`config.mk`:
```
export PLATFORM = sky130hd
export DESIGN_NAME = speed_gear_display
export DESIGN_NICKNAME = d
export VERILOG_FILES = /design/src/rtl/speed_gear_display.sv
export SDC_FILE = /design/constraint.sdc
export NUM_CORES = 1
export LEC_CHECK = 0
export BUFFER_PORTS_ARGS = -buffer_cell sky130_fd_sc_hd__buf_2
export CORE_MARGIN = 8
export CORE_UTILIZATION = 50
export CTS_CLUSTER_SIZE = 10
export DETAILED_ROUTE_END_ITERATION = 10
export PLACE_DENSITY = 0.79
export SYNTH_ARGS = -nofsm -noshare
export SYNTH_HDL_FRONTEND = slang
export SYNTH_SLANG_ARGS = --single-unit
```
`constraint.sdc`:
```
create_clock -name clk -period 2.8 [get_ports clk]
set_input_delay 0.42 -clock clk [delete_from_list [all_inputs] [get_ports clk]]
set_output_delay 0.42 -clock clk [all_outputs]
set_load 0.01 [all_outputs]
```
`src/rtl/speed_gear_display.sv`:
```
`default_nettype none
// ============================================================================
// Module      : speed_gear_display
// Description : Dashboard display block. Scans an 8-digit active-low
//               seven-segment display from a packed BCD word, and drives a
//               static single gear digit. Segment order {dp,g,f,e,d,c,b,a}.
// Revision    : 1.0 - initial release
// ============================================================================
module speed_gear_display #(
    parameter int CLK_FREQ   = 50_000_000,
    parameter int REFRESH_HZ = 1000
) (
    input  logic        clk,
    input  logic        rst,
    input  logic [31:0] value,
    input  logic [2:0]  gear,
    output logic [7:0]  fnd_sel,
    output logic [7:0]  fnd_seg,
    output logic [7:0]  gear_seg
);

    // Clocks per displayed digit; never below one so the scan always advances.
    localparam int c_DIV_RAW = CLK_FREQ / (REFRESH_HZ * 8);
    localparam int c_DIV     = (c_DIV_RAW < 1) ? 1 : c_DIV_RAW;
    localparam int c_CNT_W   = (c_DIV > 1) ? $clog2(c_DIV) : 1;
    localparam logic [c_CNT_W-1:0] c_CNT_LAST = c_CNT_W'(c_DIV - 1);

    // Active-low segment code; dp stays off, non-decimal nibbles blank.
    function automatic logic [7:0] seg_decode(input logic [3:0] d);
        logic [7:0] s;
        case (d)
            4'd0:    s = 8'hC0;
            4'd1:    s = 8'hF9;
            4'd2:    s = 8'hA4;
            4'd3:    s = 8'hB0;
            4'd4:    s = 8'h99;
            4'd5:    s = 8'h92;
            4'd6:    s = 8'h82;
            4'd7:    s = 8'hF8;
            4'd8:    s = 8'h80;
            4'd9:    s = 8'h90;
            default: s = 8'hFF;
        endcase
        return s;
    endfunction

    logic [c_CNT_W-1:0] r_cnt;
    logic [2:0]         r_index;
    logic               r_active;
    logic [7:0]         r_sel;

    logic [2:0]         w_index_inc;
    logic [7:0]         w_sel_inc;
    logic [3:0]         w_nibble;

    assign w_index_inc = r_index + 3'd1;
    assign w_sel_inc   = ~(8'h01 << w_index_inc);

    // Scan sequencer: the first cycle out of reset only arms the scan so
    // digit 0 gets its full dwell; afterwards each digit is held c_DIV clocks.
    // The select register is loaded alongside the index to stay in lockstep.
    always_ff @(posedge clk) begin
        if (rst) begin
            r_cnt    <= '0;
            r_index  <= 3'd0;
            r_active <= 1'b0;
            r_sel    <= 8'hFF;
        end else if (!r_active) begin
            r_active <= 1'b1;
            r_sel    <= 8'hFE;
        end else if (r_cnt == c_CNT_LAST) begin
            r_cnt    <= '0;
            r_index  <= w_index_inc;
            r_sel    <= w_sel_inc;
        end else begin
            r_cnt    <= r_cnt + 1'b1;
        end
    end

    // Segments follow the live input word so a value change shows at once.
    assign w_nibble = value[{r_index, 2'b00} +: 4];

    assign fnd_sel  = r_sel;
    assign fnd_seg  = r_active ? seg_decode(w_nibble) : 8'hFF;
    assign gear_seg = seg_decode({1'b0, gear});

endmodule
`default_nettype wire

```
Word-level counts from Yosys, hierarchy flattened
Memories as Yosys holds them, arrays and structs flattened.
Index checks and enable logic that the tools add are counted.
{"block": "classes", "n_eq_ne": 2, "shifts": 2, "bitwise_logic": 2, "n_mux": 5, "addsub": 2, "reduce_logical": 2}
{"op": "32-bit by 6-bit variable part select with 4-bit output", "count": 1}
{"op": "13-bit by 1-bit adder with 13-bit output, second input constant", "count": 1}
{"op": "13-bit == test, second input constant", "count": 1}
{"op": "13-bit 2-to-1 mux", "count": 1}
{"op": "8-bit 2-to-1 mux", "count": 1}
{"op": "8-bit inverter", "count": 1}
{"op": "1-bit by 3-bit left shift with 8-bit output, first input constant", "count": 1}
{"op": "3-bit by 1-bit adder with 3-bit output, second input constant", "count": 1}
{"op": "1-bit 2-to-1 mux", "count": 3}
{"op": "2-bit by 1-bit inequality test with 1-bit output, second input constant", "count": 1}
{"op": "2-bit AND reduction", "count": 1}
{"op": "2-bit OR reduction", "count": 1}
{"op": "1-bit inverter", "count": 1}
{"block": "totals", "romBits": 168, "mem_count": 2, "in_bits": 37, "register_bits": 25}
{"memory": "(no name shown)", "depth": 16, "width": 7, "read_ports": 1, "rd_clocked_by_memory_dff": 0, "wr": 0, "line_no": "31", "source": "case (d)"}
{"memory": "(no name shown)", "depth": 8, "width": 7, "read_ports": 1, "rd_clocked_by_memory_dff": 0, "wr": 0, "line_no": "31"}

Depth between registers and ports, before layout
Gate-level depths: netlist (run 1).
{"block": "logic_depth", "depth_word": 5, "depth_mapped": 8, "mapped_depth_nobuf": 7}

Least setup slack after synthesis (run 1)
OpenSTA, ideal clock, no wires.
{"block": "synth_path", "kind": "reg-to-output", "start": "register r_index[1]", "end": "output port fnd_seg[5]", "required_ps": 2380, "path_slack_ps": 382, "arrival_time_ps": 1998, "stages_incl_launch_ff": 8, "path_cell_list": "dfxtp_1 buf_6 mux4_1 mux2i_1 inv_1 ha_1 nor4_4 a21oi_1"}
{"block": "synth_via", "elab_chain_cells": 3}
{"element": "from (decl)", "line_no": "48", "source": "logic [2:0] r_index;"}
{"element": "from (signal assigned)", "line_no": "73", "source": "r_index <= w_index_inc;"}
{"element": "32-bit by 6-bit variable part select with 4-bit output", "line_no": "81", "source": "assign w_nibble = value[{r_index, 2'b00} +: 4];"}
{"element": "memory read 16 x 7 bit"}
{"element": "8-bit 2-to-1 mux", "line_no": "84", "source": "assign fnd_seg = r_active ? seg_decode(w_nibble) : 8'hFF;"}
{"element": "to (decl)", "line_no": "18", "source": "output logic [7:0] fnd_seg,"}
Every way passes these cells.

Worst setup path in the final report (run 1)
{"block": "layout_path", "start": "register r_index[0]", "end": "output port fnd_seg[5]"}
Same word-level chain as after synthesis.

==> results of run 1 <==
-- registers in the layout, summed over array words and instances (netlist names) --
name and cells:
fnd_sel 8, r_active 1, r_index 3, r_cnt 13
-- report_power, final --
part           internal [mW]  total, mW  switching, mW
Sequential             0.358      0.365        0.00712
Clock                 0.0557      0.159          0.104
Combinational         0.0632      0.128         0.0652
-- metal layers --
metal  vias to the layer above  global-route usage, %  share of wire, %
li1                        794                      -                 -
met2                        31                   27.1                53
met5                         -                      0                 0
met4                         0                   1.35              0.58
met3                         4                   3.42               3.1
met1                       746                   15.0                43
-- worst max-delay path, cell delays in order, from the launching register on --
cell	delay (ns)
sky130_fd_sc_hd__dfxtp_4	0.40
sky130_fd_sc_hd__mux4_2	0.50
sky130_fd_sc_hd__mux2_4	0.35
sky130_fd_sc_hd__ha_1	0.24
sky130_fd_sc_hd__nor4_4	0.27
sky130_fd_sc_hd__a21oi_1	0.08
sky130_fd_sc_hd__buf_2	0.15
-- cells by family after synthesis --
group	synth area share (%)
AO/OA/AOI/OAI	7.06
XOR/XNOR	6.30
multiplexers	22.2
other	0.208
AND/OR/NAND/NOR	18.8
buffers and inverters	5.95
adder cells (fa/ha/maj)	11.8
flip-flops	27.7
-- timing repair --
action,in CTS,in global routing
setup buffers,0,1
resized for setup,4,14
setup endpoints to repair,7,7
pin swaps,0,1
gates cloned,0,1
-- cells in the final DEF (no fill, tap or decap), types with 2 or more instances in the layout --
cell type and count:
sky130_fd_sc_hd__mux2i_2 2, sky130_fd_sc_hd__ha_1 16, sky130_fd_sc_hd__xor2_1 11, sky130_fd_sc_hd__nor2_1 18
sky130_fd_sc_hd__mux2_2 4, sky130_fd_sc_hd__mux2_4 2, sky130_fd_sc_hd__nand4_1 7, sky130_fd_sc_hd__mux4_2 7
sky130_fd_sc_hd__buf_2 58, sky130_fd_sc_hd__dfxtp_4 2, sky130_fd_sc_hd__a32oi_1 2, sky130_fd_sc_hd__and4_1 2
sky130_fd_sc_hd__dfxtp_1 22, sky130_fd_sc_hd__inv_1 11, sky130_fd_sc_hd__o21ai_0 6, sky130_fd_sc_hd__o21ai_1 2
sky130_fd_sc_hd__xnor2_1 2, sky130_fd_sc_hd__mux2i_1 10, sky130_fd_sc_hd__o21a_1 2, sky130_fd_sc_hd__conb_1 2
sky130_fd_sc_hd__nand2_1 22, sky130_fd_sc_hd__buf_4 5, sky130_fd_sc_hd__or3_1 2, sky130_fd_sc_hd__and2_1 2
sky130_fd_sc_hd__a21oi_1 8, sky130_fd_sc_hd__clkbuf_4 3, sky130_fd_sc_hd__nand3_1 5
-- how the worst max path moves through the flow --
stage                                  startpoint         end  slack (ns)  cells after the start
final                     r_index[0]$_SDFFE_PP0P_  fnd_seg[5]        0.06                      6
after global routing      r_index[1]$_SDFFE_PP0P_  fnd_seg[4]      -0.003                      5
after CTS                 r_index[0]$_SDFFE_PP0P_  fnd_seg[4]        0.03                      6
after detailed placement  r_index[0]$_SDFFE_PP0P_  fnd_seg[4]        0.22                      6
after global placement    r_index[0]$_SDFFE_PP0P_  fnd_seg[4]        0.28                      6
after floorplan           r_index[1]$_SDFFE_PP0P_  fnd_seg[5]        0.38                      7
-- area by class of cell --
type                       instances  share of cell area, %
sequential                        25                   23.2
multi-input combinational        147                   55.7
inverter                          13                   2.22
timing repair buffer              63                   14.9
clock buffer                       4                   1.20
tap                               48                   2.74
==> summary.md, run 1 <==
| Metric | Value |
|---|---|
| Classification of the worst-slack hold path | `in2reg` |
| Netlist Area Pre-Place | `1810 um^2` |
| Remaining global-route overflow | `0` |
| Final hold viol count | `0` |
| Worst reg2reg path depth | `4` |
| Post-synthesis cell count | `192` |
| Min setup slack post-route | `0.0644 ns` |
| Count of flip-flops with a built-in enable after synthesis | `0` |
| Overall power after layout | `0.653 mW` |
| Die height | `76.1 um` |
| GRT Util Overall | `13.9%` |
| Worst hold start | `rst` |
| Filler Cell Count | `328` |
| Number of max-slew violations in the final report | `0` |
| Origin of the critical flop-to-flop path | `r_cnt[8]$_SDFFE_PP0P_` |
| Starting density of the core | `50.5%` |
| Number of antenna violations at the first check in global routing | `0` |
| Placer's final routability congestion estimate | `0.800` |
| Status | `finished, final reports clean` |
| Vias in the first global route | `1,582` |
| DP Cell Count | `294` |
| Cell types occupying the most area after synthesis | `sky130_fd_sc_hd__dfxtp_1 28%, sky130_fd_sc_hd__ha_1 12%, sky130_fd_sc_hd__mux4_1 8.7%` |
| Final period utilization | `97.7%` |
| Post-layout nets | `307` |
| ANT cells | `0` |
| Number of buffers inserted by hold repair at cts | `0` |
| Aggregate routed wire length | `4290 um` |
| Final critical delay including setup and external delays | `2.74 ns` |
| TritonCTS clock tree | `yes` |
| Worst setup SP type | `flop` |
| Critical Path RT | `2.38 ns` |
| CTS clk-pin slew, worst paths | `0.13 ns` |
| Hold Worst Slack | `0.331 ns` |
| Final HPWL from detailed placement | `3400 um` |
| Power density cells | `297 nW/um^2` |
| Path type of the worst setup path | `reg2out` |
| Clock tree sinks | `25` |
| Wire length of the first global-routing pass | `7040 um` |
| Worst hold endpoint | `r_index[1]$_SDFFE_PP0P_` |
| Setup TNS | `0 ns` |
| Core footprint | `3580 um^2` |
| Boundary Pins | `61` |
| Min-Delay Path Depth | `2` |
| Horizontal die dimension | `76.1 um` |
| Fraction of the yosys area taken by sequential cells | `27.7%` |
| Number of CTS-inserted buffers | `3` |
| RSZ-0062 raised after global routing | `true` |
| Cell at the root of the clock tree | `sky130_fd_sc_hd__clkbuf_4` |
| Max-cap violation count | `0` |
| Area share of the leading cell type in the synthesized netlist | `27.7%` |
| First-iteration detailed-routing DRC count | `76` |
| Max Clock Skew | `0.00407 ns` |
| Number of library cell types mapped by synthesis | `38` |
| Number of register bits inferred by synthesis | `25` |
| Post-layout utilization of the core | `61.3%` |
| Vias per cell | `5.25` |
| Most frequently used cell type in the post-synthesis netlist | `sky130_fd_sc_hd__dfxtp_1` |
| Placement Rows | `22` |
| Worst VDD drop | `0.000253 V` |
| Pre-antenna DRT Iters | `4` |
| Largest net degree at the start of global routing | `14` |
| Setup violation total in the final timing report | `0` |
| Crit-path max FO | `8` |
| DP Area | `2130 um^2` |
| Number of warning messages in the yosys log | `0` |
| Layout Cell Area excl Fill | `2190 um^2` |
| Post-Layout Cell Count | `300` |
| Cell type with the largest total area after synthesis | `sky130_fd_sc_hd__dfxtp_1` |
| Area of all sequential standard cells | `509 um^2` |
| Clock latency reported for the late side of the worst-skew pair | `0.31 ns` |
| Maximum frequency from static timing analysis | `366 MHz` |
| Slew at the pin with the worst max-slew slack | `0.560 ns` |
| Relative slew slack | `62.6%` |
| DRC errors left | `0` |
| Area Growth Syn to Fin | `21.5%` |
| Share of layout cells above drive strength 1 | `34.9%` |
| Total number of vias | `1,575` |
| Multi-input combinational cell area | `1220 um^2` |
| Number of port buffers | `58` |
| Level count of the clock H-tree | `1` |
| Die area | `5790 um^2` |
| Commonest cells in the synthesized netlist | `25 x sky130_fd_sc_hd__dfxtp_1, 22 x sky130_fd_sc_hd__nand2_1, 18 x sky130_fd_sc_hd__nor2_1` |
| Share of synthesized flip-flops with an asynchronous set or reset | `0%` |
| Arrival time of data at the critical path endpoint | `2.32 ns` |
| Internal reg-to-reg setup slack | `0.95 ns` |
| Cell leakage power | `1.01 nW` |
| Number of buffers between clock root and the deepest sink | `2` |
| Capture instance of the worst register-to-register path | `fnd_sel[6]$_SDFFE_PP1N_` |
| Worst setup timing slack at the placement stage | `0.219 ns` |
| Mean area per synthesized cell | `9.41 um^2` |
| Wirelength per Cell | `14.3 um` |
| Remaining antenna violation count after routing | `0` |
| Main synth FF type | `sky130_fd_sc_hd__dfxtp_1` |
| Kind of end point of the critical path | `primary output` |
Power figures use the tool's default switching activity.
==> run 2: changes to the inputs <==
CELL_PAD_IN_SITES_DETAIL_PLACEMENT = 2   (was not set)
CELL_PAD_IN_SITES_GLOBAL_PLACEMENT = 2   (was not set)
CORE_UTILIZATION = 29   (was 50)
GPL_TIMING_DRIVEN = 0   (was not set)
PLACE_DENSITY = not set   (was 0.79)
PLACE_DENSITY_LB_ADDON = 0.1   (was not set)
==> summary.md, run 2 (synthesized netlist as in run 1, its figures left out) <==
| Metric | Value |
|---|---|
| Status | `finished, final reports clean` |
| Wirelength per Cell | `16.7 um` |
| Most common library cell in the layout ignoring fill and taps | `sky130_fd_sc_hd__buf_2` |
| Kind of end point of the critical path | `primary output` |
| Classification of the worst-slack hold path | `in2reg` |
| Vias in the first global route | `1,913` |
| Clock tree sinks | `25` |
| Critical Path RT | `2.38 ns` |
| Total number of vias | `1,641` |
| Core footprint | `5960 um^2` |
| Arrival time of data at the critical path endpoint | `2.32 ns` |
| RSZ-0062 raised after global routing | `true` |
| Number of CTS-inserted buffers | `3` |
| Flop pwr share | `50.1%` |
| Cell at the root of the clock tree | `sky130_fd_sc_hd__clkbuf_8` |
| Starting density of the core | `30.3%` |
| Flip-flop count of the largest register after layout | `13` |
| Post-layout nets | `316` |
| Worst Setup SP | `r_index[0]$_SDFFE_PP0P_` |
| Largest net degree at the start of global routing | `14` |
| Remaining antenna violation count after routing | `0` |
| Number of max-slew violations in the final report | `0` |
| DRC errors left | `0` |
| Internal power of the cells | `0.529 mW` |
| Horizontal die dimension | `94.9 um` |
| Pre-antenna DRT Iters | `4` |
| Switch share | `26.8%` |
| Area Growth Syn to Fin | `29.4%` |
| ANT cells | `0` |
| Placer's final routability congestion estimate | `0.682` |
| TritonCTS clock tree | `yes` |
| Power spent charging and discharging nets | `0.194 mW` |
| Setup TNS | `0 ns` |
| Path type of the worst setup path | `reg2out` |
| Worst setup SP type | `flop` |
| GRT Util Overall | `12.8%` |
| Combinational share of power | `20.0%` |
| Cell leakage power | `1.06 nW` |
| Min-Delay Path Depth | `2` |
| Wire length of the first global-routing pass | `9230 um` |
| Worst VDD drop | `0.000143 V` |
| Final critical delay including setup and external delays | `2.74 ns` |
| Number of buffers between clock root and the deepest sink | `2` |
| Number of port buffers | `58` |
| Final hold viol count | `0` |
| Share of layout cells above drive strength 1 | `36.8%` |
| Vias per cell | `4.88` |
| Worst reg2reg path depth | `6` |
| Relative slew slack | `65.9%` |
| Maximum frequency from static timing analysis | `366 MHz` |
| Crit-path max FO | `6` |
| Layout Cell Area excl Fill | `2340 um^2` |
| Clock latency reported for the late side of the worst-skew pair | `0.27 ns` |
| First-iteration detailed-routing DRC count | `22` |
| Level count of the clock H-tree | `1` |
| Number of antenna violations at the first check in global routing | `0` |
| Post-Layout Cell Count | `336` |
| Origin of the critical flop-to-flop path | `r_cnt[0]$_SDFFE_PP0P_` |
| DP Cell Count | `326` |
| Aggregate routed wire length | `5600 um` |
| Final HPWL from detailed placement | `4510 um` |
| Placement Rows | `28` |
| Worst hold start | `rst` |
| CTS clk-pin slew, worst paths | `0.08 ns` |
| Setup violation total in the final timing report | `0` |
| Max-cap violation count | `0` |
| Max Clock Skew | `0.00456 ns` |
| Clock Power Share | `29.9%` |
| DP Area | `2190 um^2` |
| Slew at the pin with the worst max-slew slack | `0.510 ns` |
| Power density cells | `310 nW/um^2` |
| Commonest non-fill, non-tap cells in the layout | `59 x sky130_fd_sc_hd__buf_2, 22 x sky130_fd_sc_hd__nand2_1, 22 x sky130_fd_sc_hd__dfxtp_1` |
| Die area | `9010 um^2` |
| Die height | `94.9 um` |
| Most flops, register | `r_cnt` |
| Boundary Pins | `61` |
| Remaining global-route overflow | `0` |
| Final period utilization | `97.7%` |
[run 2: cell types whose count changed in the layout (fill, tap and decap cells not counted), sizes merged]
cell,previous run,this run
buf,63,70
clkbuf,4,7
clkinv,1,0
clkinvlp,0,1
mux2,6,5
[run 2: metal layers]
metal | vias up | routed length, um | track usage (%)
met1 | 776 | 2400 | 13.6
met5 | - | 0 | 0
li1 | 803 | - | -
met3 | 7 | 353 | 3.41
met4 | 0 | 83 | 4.29
met2 | 55 | 2770 | 23.6
[run 2: timing repair]
action | CTS | global route
setup buffers | 4 | 2
hold buffers | 0 | 0
pin swaps | 1 | 4
gates cloned | 0 | 0
resized for setup | 16 | 10
setup endpoints to repair | 7 | 5
[run 2: power groups by stage]
stage / clock, mW / combinational (mW) / sequential (mW)
final: 0.216 / 0.145 / 0.363
after global routing: 0.245 / 0.159 / 0.364
after CTS: 0.233 / 0.142 / 0.363
after detailed placement: 0 / 0.135 / 0.373
after global placement: 0 / 0.129 / 0.373
after floorplan: 0 / 0.0733 / 0.372
[run 2: worst paths after layout]
path	end	slack, ns
max	fnd_seg[4]	0.06
min	r_index[0]$_SDFFE_PP0P_	0.38
min reg2reg	fnd_sel[5]$_SDFFE_PP1N_	0.47
max reg2reg	r_cnt[8]$_SDFFE_PP0P_	0.82
[run 2: area by class of cell]
cell class,count,area [um^2]
clock buffer,4,45.0
tap,75,93.8
multi-input combinational,146,1220
buffer,9,73.8
inverter,13,52.6
fill,699,3620
timing repair buffer,64,339
sequential,25,509
[run 2: metrics by stage]
stage	hold WS (ns)	util [%]	power (mW)	setup WS, ns
after global placement	0.455	36.8	0.502	0.00556
after CTS	0.381	38.7	0.738	0.00557
after detailed placement	0.465	36.8	0.509	-0.0573
after floorplan	0.450	-	0.445	0.382
final	0.376	39.3	0.724	0.0642
after global routing	0.374	39.3	0.768	-0.0156
[run 2: worst max-delay path, cell delays in order (launching register included)]
cell and delay [ns]:
sky130_fd_sc_hd__dfxtp_4 0.38, sky130_fd_sc_hd__mux4_2 0.51, sky130_fd_sc_hd__mux2_4 0.34, sky130_fd_sc_hd__ha_4 0.17, sky130_fd_sc_hd__mux2_4 0.27, sky130_fd_sc_hd__o211ai_1 0.20
sky130_fd_sc_hd__buf_2 0.17
